[src/rtl/nios_sysid_pkg.sv]
// Package for the extended system-ID slave.
// Holds the word map, CONTROL bit positions, CAPS field offsets, the read
// pipeline beat type, and the byte-lane merge shared by SCRATCH and CONTROL.
package nios_sysid_pkg;

  // Word addresses
  localparam int unsigned ADDR_ID        = 32'd0;
  localparam int unsigned ADDR_TS        = 32'd1;
  localparam int unsigned ADDR_SCRATCH   = 32'd2;
  localparam int unsigned ADDR_UP_LO     = 32'd3;
  localparam int unsigned ADDR_UP_HI     = 32'd4;
  localparam int unsigned ADDR_CTRL      = 32'd5;
  localparam int unsigned ADDR_CAPS      = 32'd6;
  localparam int unsigned ADDR_INFO_BASE = 32'd7;

  // CONTROL bit indices
  localparam int CTRL_EN  = 0;
  localparam int CTRL_CLR = 1;

  // CAPS field offsets
  localparam int CAPS_NUM_INFO_LSB = 0;
  localparam int CAPS_ADDR_W_LSB   = 8;
  localparam int CAPS_RD_LAT_LSB   = 16;

  // One read response travelling down the latency pipeline
  typedef struct packed {
    logic        valid;
    logic [31:0] data;
  } rd_beat_t;

  // Replace the byte lanes selected by be with the matching lanes of new_val.
  function automatic logic [31:0] byte_merge(input logic [31:0] old_val,
                                             input logic [31:0] new_val,
                                             input logic [3:0]  be);
    logic [31:0] merged;
    merged = old_val;
    for (int i = 0; i < 4; i++) begin
      if (be[i]) merged[8*i +: 8] = new_val[8*i +: 8];
    end
    return merged;
  endfunction

endpackage

[src/rtl/nios_system_sysid_ext_read_pipe.sv]
// sysid_read_pipe: fixed-latency delay line for read responses.
// Ports:
//   clock, reset_n : clock and asynchronous active-low reset
//   in_beat        : {valid, data} produced in the accept cycle
//   out_beat       : the same beat LATENCY cycles later
module sysid_read_pipe
  import nios_sysid_pkg::*;
#(
  parameter int LATENCY = 1
) (
  input  logic     clock,
  input  logic     reset_n,
  input  rd_beat_t in_beat,
  output rd_beat_t out_beat
);

  rd_beat_t stage_q [LATENCY];
  rd_beat_t stage_d [LATENCY];

  always_comb begin
    stage_d[0] = in_beat;
    for (int i = 1; i < LATENCY; i++) begin
      stage_d[i] = stage_q[i-1];
    end
  end

  // NOTE: the data lanes are cleared along with the valid bits so readdata
  // sits at 0 during reset and an in-flight read leaves nothing behind.
  always_ff @(posedge clock or negedge reset_n) begin
    if (!reset_n) begin
      for (int i = 0; i < LATENCY; i++) stage_q[i] <= '0;
    end else begin
      stage_q <= stage_d;
    end
  end

  assign out_beat = stage_q[LATENCY-1];

endmodule

[src/rtl/nios_system_sysid_ext.sv]
// nios_system_sysid_ext: Avalon-MM system-identification slave.
// Returns ID, build timestamp and build-info words, plus a 64-bit uptime
// counter with coherent hi/lo snapshot, a scratch register, a control
// register (EN, CLR pulse) and a configurable read latency.
// Ports:
//   clock, reset_n        : clock, asynchronous active-low reset
//   address               : word address
//   read / write          : single-cycle accepted requests (no waitrequest)
//   byteenable, writedata : write lanes and data
//   readdata, readdatavalid : read response, READ_LATENCY cycles after accept
module nios_system_sysid_ext
  import nios_sysid_pkg::*;
#(
  parameter logic [31:0] ID           = 32'h00000000,
  parameter logic [31:0] TIMESTAMP    = 32'd1650897749,
  parameter int          ADDR_W       = 4,
  parameter int          NUM_INFO     = 4,
  parameter logic [((NUM_INFO > 0) ? 32*NUM_INFO : 32)-1:0] INFO_INIT = '0,
  parameter int          READ_LATENCY = 1
) (
  input  logic              clock,
  input  logic              reset_n,
  input  logic [ADDR_W-1:0] address,
  input  logic              read,
  input  logic              write,
  input  logic [3:0]        byteenable,
  input  logic [31:0]       writedata,
  output logic [31:0]       readdata,
  output logic              readdatavalid
);

  localparam logic [31:0] CAPS_VALUE =
    (32'(8'(READ_LATENCY)) << CAPS_RD_LAT_LSB) |
    (32'(8'(ADDR_W))       << CAPS_ADDR_W_LSB) |
    (32'(8'(NUM_INFO))     << CAPS_NUM_INFO_LSB);

  logic [63:0] uptime_q,  uptime_d;
  logic [31:0] snap_hi_q, snap_hi_d;
  logic [31:0] scratch_q, scratch_d;
  logic        ctrl_en_q, ctrl_en_d;

  logic [31:0] addr_w;
  logic [31:0] ctrl_rd;
  logic [1:0]  ctrl_wr;
  logic        clr;
  logic [31:0] rd_data;
  rd_beat_t    rd_in;
  rd_beat_t    rd_out;

  assign addr_w = 32'(address);

  always_comb begin
    ctrl_rd          = '0;
    ctrl_rd[CTRL_EN] = ctrl_en_q;
  end

  // Read mux: always sees the pre-write register values, so a read and a
  // write to the same word in one cycle returns the old contents.
  always_comb begin
    // NOTE: every combinational output gets a default before any branch so
    // no path leaves it unassigned and no latch is inferred.
    rd_data = '0;
    case (addr_w)
      ADDR_ID:      rd_data = ID;
      ADDR_TS:      rd_data = TIMESTAMP;
      ADDR_SCRATCH: rd_data = scratch_q;
      ADDR_UP_LO:   rd_data = uptime_q[31:0];
      ADDR_UP_HI:   rd_data = snap_hi_q;
      ADDR_CTRL:    rd_data = ctrl_rd;
      ADDR_CAPS:    rd_data = CAPS_VALUE;
      default: begin
        for (int k = 0; k < NUM_INFO; k++) begin
          if (addr_w == ADDR_INFO_BASE + 32'(k)) rd_data = INFO_INIT[32*k +: 32];
        end
      end
    endcase
  end

  always_comb begin
    scratch_d = scratch_q;
    ctrl_en_d = ctrl_en_q;
    snap_hi_d = snap_hi_q;
    clr       = 1'b0;
    // CLR reads back 0, so the merged CLR bit is set only by a lane-0 write.
    ctrl_wr   = 2'(byte_merge(ctrl_rd, writedata, byteenable));

    if (write) begin
      case (addr_w)
        ADDR_SCRATCH: scratch_d = byte_merge(scratch_q, writedata, byteenable);
        ADDR_CTRL: begin
          ctrl_en_d = ctrl_wr[CTRL_EN];
          clr       = ctrl_wr[CTRL_CLR];
        end
        default: ;
      endcase
    end

    // The high half is frozen at the same sample the low-half read returns.
    if (read && addr_w == ADDR_UP_LO) snap_hi_d = uptime_q[63:32];

    if (clr)            uptime_d = '0;
    else if (ctrl_en_q) uptime_d = uptime_q + 64'd1;
    else                uptime_d = uptime_q;
  end

  // NOTE: state registers use non-blocking assignments so every flop samples
  // pre-edge values regardless of process ordering.
  always_ff @(posedge clock or negedge reset_n) begin
    if (!reset_n) begin
      uptime_q  <= '0;
      snap_hi_q <= '0;
      scratch_q <= '0;
      ctrl_en_q <= 1'b1;
    end else begin
      uptime_q  <= uptime_d;
      snap_hi_q <= snap_hi_d;
      scratch_q <= scratch_d;
      ctrl_en_q <= ctrl_en_d;
    end
  end

  // Idle cycles inject zero data so readdata stays 0 between responses.
  always_comb begin
    rd_in.valid = read;
    rd_in.data  = read ? rd_data : '0;
  end

  sysid_read_pipe #(
    .LATENCY (READ_LATENCY)
  ) u_read_pipe (
    .clock    (clock),
    .reset_n  (reset_n),
    .in_beat  (rd_in),
    .out_beat (rd_out)
  );

  assign readdata      = rd_out.data;
  assign readdatavalid = rd_out.valid;

endmodule

[config.mk]
export PLATFORM = sky130hd
export DESIGN_NAME = nios_system_sysid_ext
export DESIGN_NICKNAME = d
export VERILOG_FILES = /design/src/rtl/nios_sysid_pkg.sv /design/src/rtl/nios_system_sysid_ext_read_pipe.sv /design/src/rtl/nios_system_sysid_ext.sv
export SDC_FILE = /design/constraint.sdc
export NUM_CORES = 1
export LEC_CHECK = 0
export CAP_MARGIN = 20
export CELL_PAD_IN_SITES_DETAIL_PLACEMENT = 1
export CELL_PAD_IN_SITES_GLOBAL_PLACEMENT = 1
export CORE_ASPECT_RATIO = 2
export CORE_MARGIN = 2
export CORE_UTILIZATION = 45
export CTS_BUF_LIST = sky130_fd_sc_hd__clkbuf_16
export CTS_CLUSTER_DIAMETER = 100
export CTS_CLUSTER_SIZE = 40
export DETAILED_ROUTE_END_ITERATION = 7
export PLACE_DENSITY_LB_ADDON = 0.1
export SLEW_MARGIN = 20
export SYNTH_ARGS = -nofsm -noshare
export SYNTH_HDL_FRONTEND = slang
export SYNTH_SLANG_ARGS = --single-unit
[constraint.sdc]
create_clock -name clock -period 2.9 [get_ports clock]
set_clock_uncertainty 0.15 [all_clocks]
set_input_delay 0.58 -clock clock [delete_from_list [all_inputs] [get_ports clock]]
set_output_delay 0.58 -clock clock [all_outputs]
set_load 0.05 [all_outputs]
## After elaboration in Yosys (flattened, before gate mapping)

Index checks and enable logic that the tools add are counted.

| storage, ports and cells | value |
|---|---|
| flip-flop bits (word level) | 162 |
| input bits | 44 |
| output and inout port bits | 33 |
| logic and storage cells | 30 |

| operators by class | value |
|---|---|
| $add $sub $neg | 1 |
| eq/ne operators | 6 |
| mux-type cells | 7 |
| reductions and logical operators | 7 |

Operator list:

| cell | number |
|---|---|
| $pmux W32 S6 | 1 |
| $mux W64 | 2 |
| $add A64 B1 Y64 const B | 1 |
| $mux W32 | 1 |
| $reduce_and A3 Y1 | 5 |
| $eq A4 B3 Y1 const B | 3 |
| $eq A4 B2 Y1 const B | 2 |
| $eq A4 B1 Y1 const B | 1 |
| $mux W1 | 2 |
| $mux W2 | 1 |
| $reduce_bool A2 Y1 | 1 |
| $logic_and A1 B1 Y1 | 1 |

## Logic depth before layout (Yosys ltp)

| depth | value |
|---|---|
| depth after elaboration | 4 |
| depth in mapped cells | 7 |
| gate-level depth less buffers | 6 |

## Cells and area by module

A second synthesis with hierarchy kept.

| second synthesis, totals | value |
|---|---|
| cell total of the unflattened synthesis | 698 |
| area total of the unflattened synthesis | 7387.1 um2 |

By module, submodules not included:

| module | times used | cells each | area an instance (um2) | sequential area each (um2) |
|---|---|---|---|---|
| nios_system_sysid_ext | 1 | 665 | 6561.3 | 3229.3 |
| sysid_read_pipe | 1 | 33 | 825.8 | 825.8 |

## Worst setup path after synthesis

Ideal clock, no wire load.

| timing | value |
|---|---|
| path type | input -> register |
| from | input port address[1] |
| to | register scratch_q[0] |
| arrival time | 1993 ps |
| slack | 632 ps |
| cell stages on the path | 6 |
| cells stage by stage | nor2b_1 -> nor3b_1 -> clkbuf_1 -> and3_1 -> buf_2 -> mux2_2 |

| between the ends | value |
|---|---|
| cells in the longest elaborated chain, start to end | 2 |

Ends and longest elaborated chain:

| item | RTL line | text |
|---|---|---|
| from (decl) | nios_system_sysid_ext.sv:23 | `input logic [ADDR_W-1:0] address,` |
| $eq A4 B2 Y1 | nios_system_sysid_ext.sv:88 | `case (addr_w)` |
| $reduce_and A3 Y1 (no line) | -- |  |
| to (signal assigned) | nios_system_sysid_ext.sv:117 | `scratch_q <= scratch_d;` |
| to (decl) | nios_system_sysid_ext.sv:39 | `logic [31:0] scratch_q, scratch_d;` |

No other way between the ends.
A chain may end at the register's enable or synchronous reset.

## Worst setup path in the final report

| timing | value |
|---|---|
| from | register uptime_q[40] |
| to | register uptime_q[63] |

| between the ends | value |
|---|---|
| cells in the longest elaborated chain, start to end | 3 |

Ends and longest elaborated chain:

| item | RTL line | text |
|---|---|---|
| from (decl) | nios_system_sysid_ext.sv:37 | `logic [63:0] uptime_q, uptime_d;` |
| from (signal assigned) | nios_system_sysid_ext.sv:115 | `uptime_q <= uptime_d;` |
| $add A64 B1 Y64 | nios_system_sysid_ext.sv:102 | `else if (ctrl_en_q) uptime_d = uptime_q + 64'd1;` |
| $mux W64 | nios_system_sysid_ext.sv:102 |  |
| $mux W64 | nios_system_sysid_ext.sv:101 | `if (clr) uptime_d = '0;` |

No other way between the ends. The select of a mux whose other input is x is not followed.

==> run summary <==
The flow ran to the end, and the final reports show no timing, DRC or antenna violations. The area of all sequential standard cells came out at 4060 µm². The synthesized netlist net count came out at 753. The relative slew slack is between 50 and 60%. The register bit count reported by yosys is ~160. The global-route usage over all layers is a little under a third. Among all flip-flop cells after synthesis, the most frequent one is sky130_fd_sc_hd__dfrtp_1. The placement-stage worst setup slack came out at approximately 22 ps. The maximum number of pins on one net before global-route repair is between 50 and 60. The final wirelength is ~27 mm. The area of the placeable core is roughly 17,000 µm².

The final period demand of the worst path is between 2000 and 3000 ps. The total of fill cells in the finished design is between 1,500 and 2,000. The fraction of the yosys area taken by sequential cells came out at 53.3%. The via count of the first global-routing pass came out at about 7,000.

Once detail routing completed, the nets flagged for antenna violations numbered 0. The number of antenna diodes in the final layout is 0. The number of distinct library cells after synthesis came out at 44.

The class of the worst hold path is reg2reg. The full die area is approximately 18,000 µm². The final count of negative-setup-slack endpoints came out at 0. The number of cells after detailed placement came out at ~1,000. The number of failing hold endpoints at the final stage was 0.

The start-to-end type of the worst setup path is reg2reg. The total chip power is roughly 7.3 mW. The first global-routing pass estimated approximately 40 mm of wire. The half-perimeter wire length of the detailed placement result is between 20 and 25 mm. Once the floorplan was initialized, standard cells occupied roughly 46% of the core.

Yosys printed 0 warnings. Setup repair after global routing left no endpoint under its margin. The clock sink total is 162. The number of instances in the synthesized netlist came out at roughly 710. The number of iterations in the first detailed-routing pass came out at 7.

Data on the critical path is required at its endpoint by about 3100 ps. The cell sitting at the root of the clock tree is a sky130_fd_sc_hd__clkbuf_16. For the worst flop-to-flop path, the logic depth is 6. The post-route netlist has 20.0% of its cells at a drive strength greater than 1. By count the netlist is led by 161 x sky130_fd_sc_hd__dfrtp_1, 82 x sky130_fd_sc_hd__nor2_1, 67 x sky130_fd_sc_hd__mux2_2, 47 x sky130_fd_sc_hd__a21oi_1, 47 x sky130_fd_sc_hd__nand2_1. The count of unresolved DRC violations after routing came out at 0. By area the synthesized netlist is led by sky130_fd_sc_hd__dfrtp_1 53%, sky130_fd_sc_hd__mux2_2 9.9%, sky130_fd_sc_hd__nor2_1 4.0%.

The die width came out at about 96 µm. CTS built an H-tree with a depth of 4. Once placement finished, the instance area stood at approximately 9000 µm². The synthesized design spends more area on one cell type than any other, namely sky130_fd_sc_hd__dfrtp_1. After clock tree synthesis, the clock-pin slew on the worst setup and hold paths is around 70 ps.

The delay of the slowest cell on the worst path came out at ~560 ps. The post-layout instance area came out at between 9000 and 10,000 µm². The routed via count is approximately 6,400. The number of core rows came out at 67. Counting the buffers created by CTS gives 17.

Counting flops with an async set or reset pin after synthesis yields a share of between 90% and 100%. The signal arrival time at the worst endpoint came out at 2780 ps. The weighted congestion reported at the end of routability-driven placement is ~0.90. The violation count after the first detailed-route iteration came out at approximately 460. The count of maximum capacitance violations is 0. In this run, synthesis inferred 0 flip-flops with an integrated enable. The number of buffers between clock root and the deepest sink is 2. The routed wire length per instance is approximately 26 µm. The cell with the biggest individual delay on the critical path is sky130_fd_sc_hd__dfrtp_1. The synthesized area divided by synthesized cell count is between 10 and 15 µm². The area fraction of the dominant cell type after synthesis came out at a little over half. The power density relative to cell area is 762 nW/µm². The multi-input combinational cells in the finished layout cover a total of ~3400 µm². The largest fanout on the critical path is 14. The setup TNS came out at 0 ps. The ratio of routed vias to standard cells came out at 6.19. From bottom edge to top edge, the die measures 188 µm. The number of antenna violations at the first check in global routing is 0. The final-report max-slew violation count came to 0. The count of placed standard cells in the final layout, fillers left out came out at approximately 1,000. Counting instances, the worst hold path has a depth of 1. The number of port buffers is 76. The mapped netlist covers ~7600 µm². The latest clock arrival within the worst-skew pair came out at roughly 440 ps.

The largest voltage drop on the vdd net is roughly 0.37 mV. The share of the clock period used by the worst path is between 80% and 90%. STA classifies the critical path endpoint as a flop. The CTS tree is yes. The I/O pin count came out at slightly below 80. Traced cell by cell, the critical path runs through and4_1 > nand4_1 > nand3b_1 > buf_4 > or4_1 > a21oi_1. The growth of design area from synthesis to finish came out at 25.6%. In the final design database the tool counted 863 nets. The leakage power summed over all cells came out at roughly 3.9 nW. The total congestion overflow after global routing is 0. The most common cell in the synthesized netlist is sky130_fd_sc_hd__dfrtp_1. The worst setup path is launched from a flop. The highest clock rate is 389 MHz. Once routing completed, OpenROAD measured the worst setup slack at ~330 ps.

The slew of the pin with the lowest slew margin is a little under 700 ps.
-- metrics by stage --
| step | hold slack (ps) | util (%) |
|---|---|---|
| after global placement | 341 | 53.5 |
| after CTS | 362 | 57.3 |
| final | 358 | 57.3 |
| after global routing | 380 | 57.3 |
| after detailed placement | 347 | 53.5 |
| after floorplan | 134 | - |
-- cell type report --
class                   count  share of cell area (%)
well taps                 207                    2.71
multi-input cells         506                    35.7
flip-flops and latches    162                    42.4
inverters                   5                   0.196
clock inverters            15                    2.04
repair buffers            126                    12.5
clock buffers              17                    4.45
-- what timing repair did --
action	in CTS	in global routing
setup endpoints to repair	0	0
hold buffers	1	0
endpoints found under the hold margin	42	0
gates resized for setup	0	0
buffers inserted	0	0
-- per-layer routing --
metal,global-route usage (%),share of wire (%),vias to the layer above
met5,0,0,-
met4,20.3,7.2,0
met3,4.62,3.8,91
met2,55.9,54,213
met1,33.2,35,3300
li1,-,-,2826
-- cell families (layout without fill, tap and decap cells) --
logic type	count (synthesis)	after routing	share of synthesized area (%)
buffers and inverters	40	163	2.07
and+or+nand+nor	280	280	20.0
DFF	162	162	53.3
AOI/OAI and AO/OA	125	125	10.7
muxes	68	68	10.0
adders and majority gates	1	1	0.164
xor gates and xnor gates	32	32	3.68
-- where the power goes --
| group | switching, mW | total [mW] | internal, mW | leakage, nW |
|---|---|---|---|---|
| clock network | 1.03 | 2.42 | 1.39 | 0.309 |
| logic | 0.867 | 1.52 | 0.656 | 1.62 |
| registers | 0.610 | 3.34 | 2.73 | 1.93 |
-- critical path, delay by kind of cell, from the launching register on --
family | cells | cell delay, ps
and+or+nand+nor | 4 | 1410
AOI/OAI and AO/OA | 1 | 170
buffers and inverters | 1 | 200
DFF | 1 | 560
-- final timing paths --
| check | from | to | slack [ps] |
|---|---|---|---|
| max in group asynchronous | reset_n | scratch_q[23] | 1400 |
| min in group asynchronous | reset_n | scratch_q[4] | 510 |
| min reg2reg | snap_hi_q[2] | snap_hi_q[2] | 360 |
| max | uptime_q[40] | uptime_q[63] | 330 |
| min | snap_hi_q[2] | snap_hi_q[2] | 360 |
| max reg2reg | uptime_q[40] | uptime_q[63] | 330 |
-- registers in the layout, indices dropped and copies added (netlist names) --
signal                cells
ctrl_en_q                 1
u_read_pipe.out_beat     33
snap_hi_q                32
uptime_q                 64
scratch_q                32
-- cell usage in the layout (no fill, tap or decap), types with 9 or more instances in the layout --
cell type / instances
sky130_fd_sc_hd__clkdlybuf4s50_1: 75
sky130_fd_sc_hd__nor4_1: 12
sky130_fd_sc_hd__nand2_1: 47
sky130_fd_sc_hd__o21ai_0: 17
sky130_fd_sc_hd__o21bai_1: 15
sky130_fd_sc_hd__xnor2_1: 12
sky130_fd_sc_hd__buf_4: 45
sky130_fd_sc_hd__a22oi_1: 15
sky130_fd_sc_hd__nand3_1: 29
sky130_fd_sc_hd__o31ai_1: 14
sky130_fd_sc_hd__clkbuf_16: 17
sky130_fd_sc_hd__nor3_1: 9
sky130_fd_sc_hd__nand4_1: 28
sky130_fd_sc_hd__nor2_1: 82
sky130_fd_sc_hd__a21oi_1: 47
sky130_fd_sc_hd__or3_1: 17
sky130_fd_sc_hd__a222oi_1: 14
sky130_fd_sc_hd__or4_1: 16
sky130_fd_sc_hd__dfrtp_1: 161
sky130_fd_sc_hd__xor2_1: 20
sky130_fd_sc_hd__mux2_2: 67
(Power assumes the default switching activity.)
